[config.mk]
export PLATFORM = sky130hd
export DESIGN_NAME = aes_arbiter_ctrl
export DESIGN_NICKNAME = d
export VERILOG_FILES = /design/src/rtl/aes_pkg.sv /design/src/rtl/rr_arbiter.sv /design/src/rtl/aes_arbiter_ctrl.sv
export SDC_FILE = /design/constraint.sdc
export NUM_CORES = 1
export LEC_CHECK = 0
export CAP_MARGIN = 30
export CORE_AREA = 2 2 406 408
export CTS_BUF_LIST = sky130_fd_sc_hd__clkbuf_4 sky130_fd_sc_hd__clkbuf_8
export CTS_CLUSTER_SIZE = 20
export DETAILED_ROUTE_END_ITERATION = 16
export DIE_AREA = 0 0 408 410
export PLACE_DENSITY = 0.31
export SYNTH_ARGS = -nofsm -noshare
export SYNTH_HDL_FRONTEND = slang
export SYNTH_HIERARCHICAL = 1
export SYNTH_SLANG_ARGS = --single-unit
export TNS_END_PERCENT = 1
[constraint.sdc]
create_clock -name clk -period 2.88 [get_ports clk]
set_input_delay 0.432 -clock clk [delete_from_list [all_inputs] [get_ports clk]]
set_output_delay 0.432 -clock clk [all_outputs]
set_load 0.005 [all_outputs]
[src/rtl/aes_pkg.sv]
// Shared widths and controller state type for the AES arbiter slice.
package aes_pkg;

    localparam int AES_BLOCK_W = 128;
    localparam int AES_KEY_W   = 128;

    typedef enum logic [1:0] {
        IDLE   = 2'd0,
        SETTLE = 2'd1,
        RESP   = 2'd2
    } ctrl_state_t;

endpackage

[src/rtl/rr_arbiter.sv]
// Combinational round-robin pick: first asserted request at or above ptr,
// otherwise the lowest asserted request (wrap-around). The pointer itself
// is owned by the caller.
module rr_arbiter #(
    parameter int N  = 2,
    parameter int IW = $clog2(N)
) (
    input  logic [N-1:0]  req,
    input  logic [IW-1:0] ptr,
    output logic [N-1:0]  grant_onehot,
    output logic [IW-1:0] grant_idx,
    output logic          any
);

    logic          hi_any;
    logic [IW-1:0] hi_idx;
    logic          lo_any;
    logic [IW-1:0] lo_idx;

    // Scan downwards so the last hit written is the lowest qualifying index.
    always_comb begin
        hi_any = 1'b0;
        hi_idx = '0;
        lo_any = 1'b0;
        lo_idx = '0;
        for (int i = N - 1; i >= 0; i--) begin
            if (req[i]) begin
                lo_any = 1'b1;
                lo_idx = IW'(i);
                if (IW'(i) >= ptr) begin
                    hi_any = 1'b1;
                    hi_idx = IW'(i);
                end
            end
        end
    end

    // Prefer the search segment starting at ptr; fall back to the wrapped one.
    always_comb begin
        any          = lo_any;
        grant_idx    = hi_any ? hi_idx : lo_idx;
        grant_onehot = '0;
        if (lo_any) begin
            grant_onehot[grant_idx] = 1'b1;
        end
    end

endmodule

[src/rtl/aes_arbiter_ctrl.sv]
// Shares one combinational AES-128 core between NUM_REQ requesters.
// Grants round-robin, registers the winner's plaintext/key onto the core,
// waits SETTLE_CYCLES for the multicycle core path, captures the result
// and returns it with the owner's ID on a valid/ready channel.
//
// state  | meaning
// -------+------------------------------------------------------------
// IDLE   | no transaction; ready offered to the round-robin winner
// SETTLE | core inputs held stable, cnt counting down to capture
// RESP   | ciphertext held on rsp_*, waiting for rsp_ready
module aes_arbiter_ctrl
    import aes_pkg::*;
#(
    parameter int NUM_REQ       = 2,
    parameter int SETTLE_CYCLES = 2,
    parameter int ID_W          = $clog2(NUM_REQ)
) (
    input  logic                           clk,
    input  logic                           rst,
    input  logic [NUM_REQ-1:0]             req_valid,
    output logic [NUM_REQ-1:0]             req_ready,
    input  logic [NUM_REQ*AES_BLOCK_W-1:0] req_plaintext,
    input  logic [NUM_REQ*AES_KEY_W-1:0]   req_key,
    output logic                           rsp_valid,
    input  logic                           rsp_ready,
    output logic [AES_BLOCK_W-1:0]         rsp_ciphertext,
    output logic [ID_W-1:0]                rsp_id,
    output logic [AES_BLOCK_W-1:0]         core_plaintext,
    output logic [AES_KEY_W-1:0]           core_key,
    input  logic [AES_BLOCK_W-1:0]         core_ciphertext,
    output logic                           busy
);

    localparam int CNT_W = $clog2(SETTLE_CYCLES + 1);

    if (NUM_REQ < 2) begin : g_bad_num_req
        $error("aes_arbiter_ctrl: NUM_REQ must be >= 2");
    end
    if (SETTLE_CYCLES < 1) begin : g_bad_settle
        $error("aes_arbiter_ctrl: SETTLE_CYCLES must be >= 1");
    end

    ctrl_state_t        state;
    ctrl_state_t        state_nxt;
    logic [ID_W-1:0]    rr_ptr;
    logic [CNT_W-1:0]   cnt;
    logic [NUM_REQ-1:0] arb_onehot;
    logic [ID_W-1:0]    arb_idx;
    logic               arb_any;
    logic               accept;
    logic               settle_done;
    logic [ID_W-1:0]    ptr_after;

    rr_arbiter #(
        .N  (NUM_REQ),
        .IW (ID_W)
    ) u_rr_arbiter (
        .req          (req_valid),
        .ptr          (rr_ptr),
        .grant_onehot (arb_onehot),
        .grant_idx    (arb_idx),
        .any          (arb_any)
    );

    // Transaction events and the pointer value that follows the current winner.
    always_comb begin
        accept      = (state == IDLE) && arb_any;
        settle_done = (state == SETTLE) && (cnt == CNT_W'(1));
        ptr_after   = (arb_idx == ID_W'(NUM_REQ - 1)) ? '0 : arb_idx + ID_W'(1);
    end

    // State register.
    always_ff @(posedge clk) begin
        if (rst) begin
            state <= IDLE;
        end else begin
            state <= state_nxt;
        end
    end

    // Next-state logic.
    always_comb begin
        state_nxt = state;
        case (state)
            IDLE:    if (arb_any)             state_nxt = SETTLE;
            SETTLE:  if (cnt == CNT_W'(1))    state_nxt = RESP;
            RESP:    if (rsp_ready)           state_nxt = IDLE;
            default:                          state_nxt = IDLE;
        endcase
    end

    // Outputs decoded from state; no ready while reset is asserted.
    always_comb begin
        req_ready = '0;
        rsp_valid = 1'b0;
        busy      = 1'b1;
        case (state)
            IDLE: begin
                busy = 1'b0;
                if (!rst) begin
                    req_ready = arb_onehot;
                end
            end
            RESP:    rsp_valid = 1'b1;
            default: ;
        endcase
    end

    // Datapath: core inputs move only at accept so the core never sees a glitch;
    // the response is captured once the settle window has elapsed.
    always_ff @(posedge clk) begin
        if (rst) begin
            rr_ptr         <= '0;
            cnt            <= '0;
            core_plaintext <= '0;
            core_key       <= '0;
            rsp_ciphertext <= '0;
            rsp_id         <= '0;
        end else begin
            if (accept) begin
                core_plaintext <= req_plaintext[arb_idx*AES_BLOCK_W +: AES_BLOCK_W];
                core_key       <= req_key[arb_idx*AES_KEY_W +: AES_KEY_W];
                rsp_id         <= arb_idx;
                cnt            <= CNT_W'(SETTLE_CYCLES);
                rr_ptr         <= ptr_after;
            end else if (state == SETTLE) begin
                cnt <= cnt - CNT_W'(1);
            end
            if (settle_done) begin
                rsp_ciphertext <= core_ciphertext;
            end
        end
    end

endmodule
==> summary.txt <==
Power Internal - 0.0123 W
Routed wire per std cell - 21.3 um
Chip Width - 408 um
Fin crit share - 91.7%
Layout area overhead - 92.2%
Initial antenna violation count - 43
Flop pwr share - 35.4%
Total CTS buffers - 86
Avg Synthesized Cell Area - 9.47 um2
Slew headroom - 32.1%
Largest net degree at the start of global routing - 137
Worst setup EP type - output port
Busiest grt layer - met2
Synthesized Nets - 2376
Clock sink count - 390
Nets - 3421
Post-synthesis cell count - 1730
Maximum VDD drop - 0.270 mV
Layout cell share with drive strength beyond 1 - 12.1%
Worst Path Max Fanout - 8
Max Fclk - 379 MHz
Port buffer count - 1033
Post-synth EDFFs - 0
Clock power frac - 40.8%
Clk root buf - clkbuf_8
Max-cap viol count - 0
Count leader, synth - dfxtp_1
P_leak - 11.0 nW
Switching Share - 29.5%
Sequential area share after synthesis - 47.7%
Area fraction of the dominant cell type after synthesis - 47.7%
Yosys reg bits - 390
Crit path kind - register to output port
Die area - 167000 um2
GRT Residual Overflow - 0
Worst-margin pin slew - 1.02 ns
Final Skew - 0.0464 ns
Finished Layout Cells - 5042
Routability-driven placement congestion ratio - 0.779
H-tree depth - 3
Worst hold stages - 3
Via count - 16643
Initial DRC count - 552
Top post-synthesis cells by count - dfxtp_1 (390), nor2_1 (259), mux2i_1 (257)
Final Hold Fails - 0
Slowest cell delay on critical path - 0.54 ns
Combinational share of power - 23.8%
CP Data Arrival Time - 2.21 ns
R2R depth - 6
Reg-to-reg setup timing slack - 0.66 ns
Max Buffers Root-to-Sink - 3
Placed Cells - 4875
Worst-Skew Late Latency - 0.75 ns
All-Layer GR Usage - 12.4%
Post-layout util - 19.2%
Setup TNS - 0 ns
CTS clk-pin slew, worst paths - 0.07 ns
Asr flop ratio synth - 0%
Met1 Resource Use GR - 14.0%
1st-pass router iterations - 6
Core footprint - 163000 um2
Period minus WS final - 2.64 ns
Ys Warns - 6
RSZ-0062 raised after global routing - no
Synth area leader - dfxtp_1
Power Dens Cells - 553 nW/um2
CTS tree - done
DP HPWL - 85.9 mm
Row cnt - 149
Die height - 410 um
IO Count - 1034
Vias per cell - 3.30
Switching Power - 0.00513 W
Startpoint Class - register
Synth top area cells - dfxtp_1 (48%), mux2i_1 (16%), a211oi_2 (7.6%), a211oi_1 (7.2%), nor2_1 (5.9%)
WL final - 107 mm
CP cell instances - or2_4, nor3b_1, clkdlybuf4s50_1
Met2 GRT Util - 21.0%
Min-Delay Path Class - primary input to register
Starting Density - 10.0%
DRC Markers - 0
Met3 Track Usage GR - 5.24%
First-pass GRT wire length - 143 mm
Netlist Area Pre-Place - 16400 um2
Worst Path Required - 2.45 ns
Final setup vio count - 0
Status - completed
Vias in the first global route - 16778
CP max stage cell - clkdlybuf4s50_1
Dominant synthesized flop cell - dfxtp_1
Remaining antenna violation count after routing - 0
Max Slew Vio Count - 0
FILL cells - 18232
Synth cell types - 25
## worst max-delay path: cells and delay by family, from the launching register on
kind          cells  cell delay [ns]
buf+inv           1             0.54
flops             1             0.37
simple gates      2             0.54
## registers in the layout, indices dropped and copies added, names as in the netlist
signal,count
state,2
rr_ptr,1
rsp_id,1
core_key,128
core_plaintext,128
rsp_ciphertext,128
cnt,2
## through the flow
step | hold slack (ns) | power (W) | setup slack, ns | cell area, um2
6_report | 0.223 | 0.0174 | 0.238 | 31500
3_3_place_gp | 0.443 | 0.0105 | 0.146 | 29500
3_5_place_dp | 0.446 | 0.0105 | 0.164 | 29500
2_1_floorplan | 0.445 | 0.00776 | 1.28 | 16400
5_1_grt | 0.115 | 0.0184 | 0.0530 | 31500
4_1_cts | 0.0614 | 0.0179 | 0.00359 | 31400
## worst paths after layout
path | startpoint | endpoint
max | state[1] | req_ready[1]
min | core_ciphertext[123] | rsp_ciphertext[123]
max reg2reg | rr_ptr | core_key[84]
min reg2reg | rsp_ciphertext[51] | rsp_ciphertext[51]
## cell families after synthesis
family,Yosys count,synth area share [%]
AO/OA/AOI/OAI,393,19.1
adder cells (fa/ha/maj),1,0.0764
buffers and inverters,162,5.11
flip-flops,390,47.7
multiplexers,257,15.7
AND/OR/NAND/NOR,527,12.3
## power groups by stage
stage,Combinational [W],Clock [W],Sequential (W)
after floorplan,0.00149,0,0.00627
after global placement,0.00423,0,0.00627
after detailed placement,0.00423,0,0.00627
after CTS,0.00425,0.00753,0.00617
after global routing,0.00446,0.00772,0.00622
final,0.00413,0.00710,0.00616
## cells in the final DEF (no fill, tap or decap), types with 27 or more instances in the layout
master	count
clkdlybuf4s50_1	1032
dfxtp_1	388
nor2_1	259
mux2i_1	257
nand2_1	256
a211oi_1	158
a21oi_1	131
clkbuf_8	111
a211oi_2	100
buf_4	63
clkbuf_4	27
## routing by layer
| layer | wire [um] | part of all wire [%] |
|---|---|---|
| met1 | 42700 | 40 |
| met4 | 2450 | 2.3 |
| met2 | 52400 | 49 |
| met3 | 9470 | 8.8 |
| met5 | 322 | 0.30 |
## repair_timing
action / in CTS / in global routing
hold endpoints to repair: 5 / 0
pin swaps: 0 / 0
gates resized for setup: 1 / 2
buffers inserted: 0 / 0
gates cloned: 0 / 0
setup endpoints to repair: 2 / 3
hold buffers: 1 / 0
## cell type report
class | count | area [um2] | area share (%)
Clock buffer | 138 | 1730 | 5.50
Sequential cell | 390 | 7810 | 24.8
Timing Repair Buffer | 1116 | 11200 | 35.6
Tap cell | 2189 | 2740 | 8.70
Inverter | 3 | 11.3 | 0.0358
Antenna cell | 11 | 27.5 | 0.0875
Clock inverter | 17 | 189 | 0.600
Multi-Input combinational cell | 1178 | 7750 | 24.6
Power figures use the tool's default switching activity.
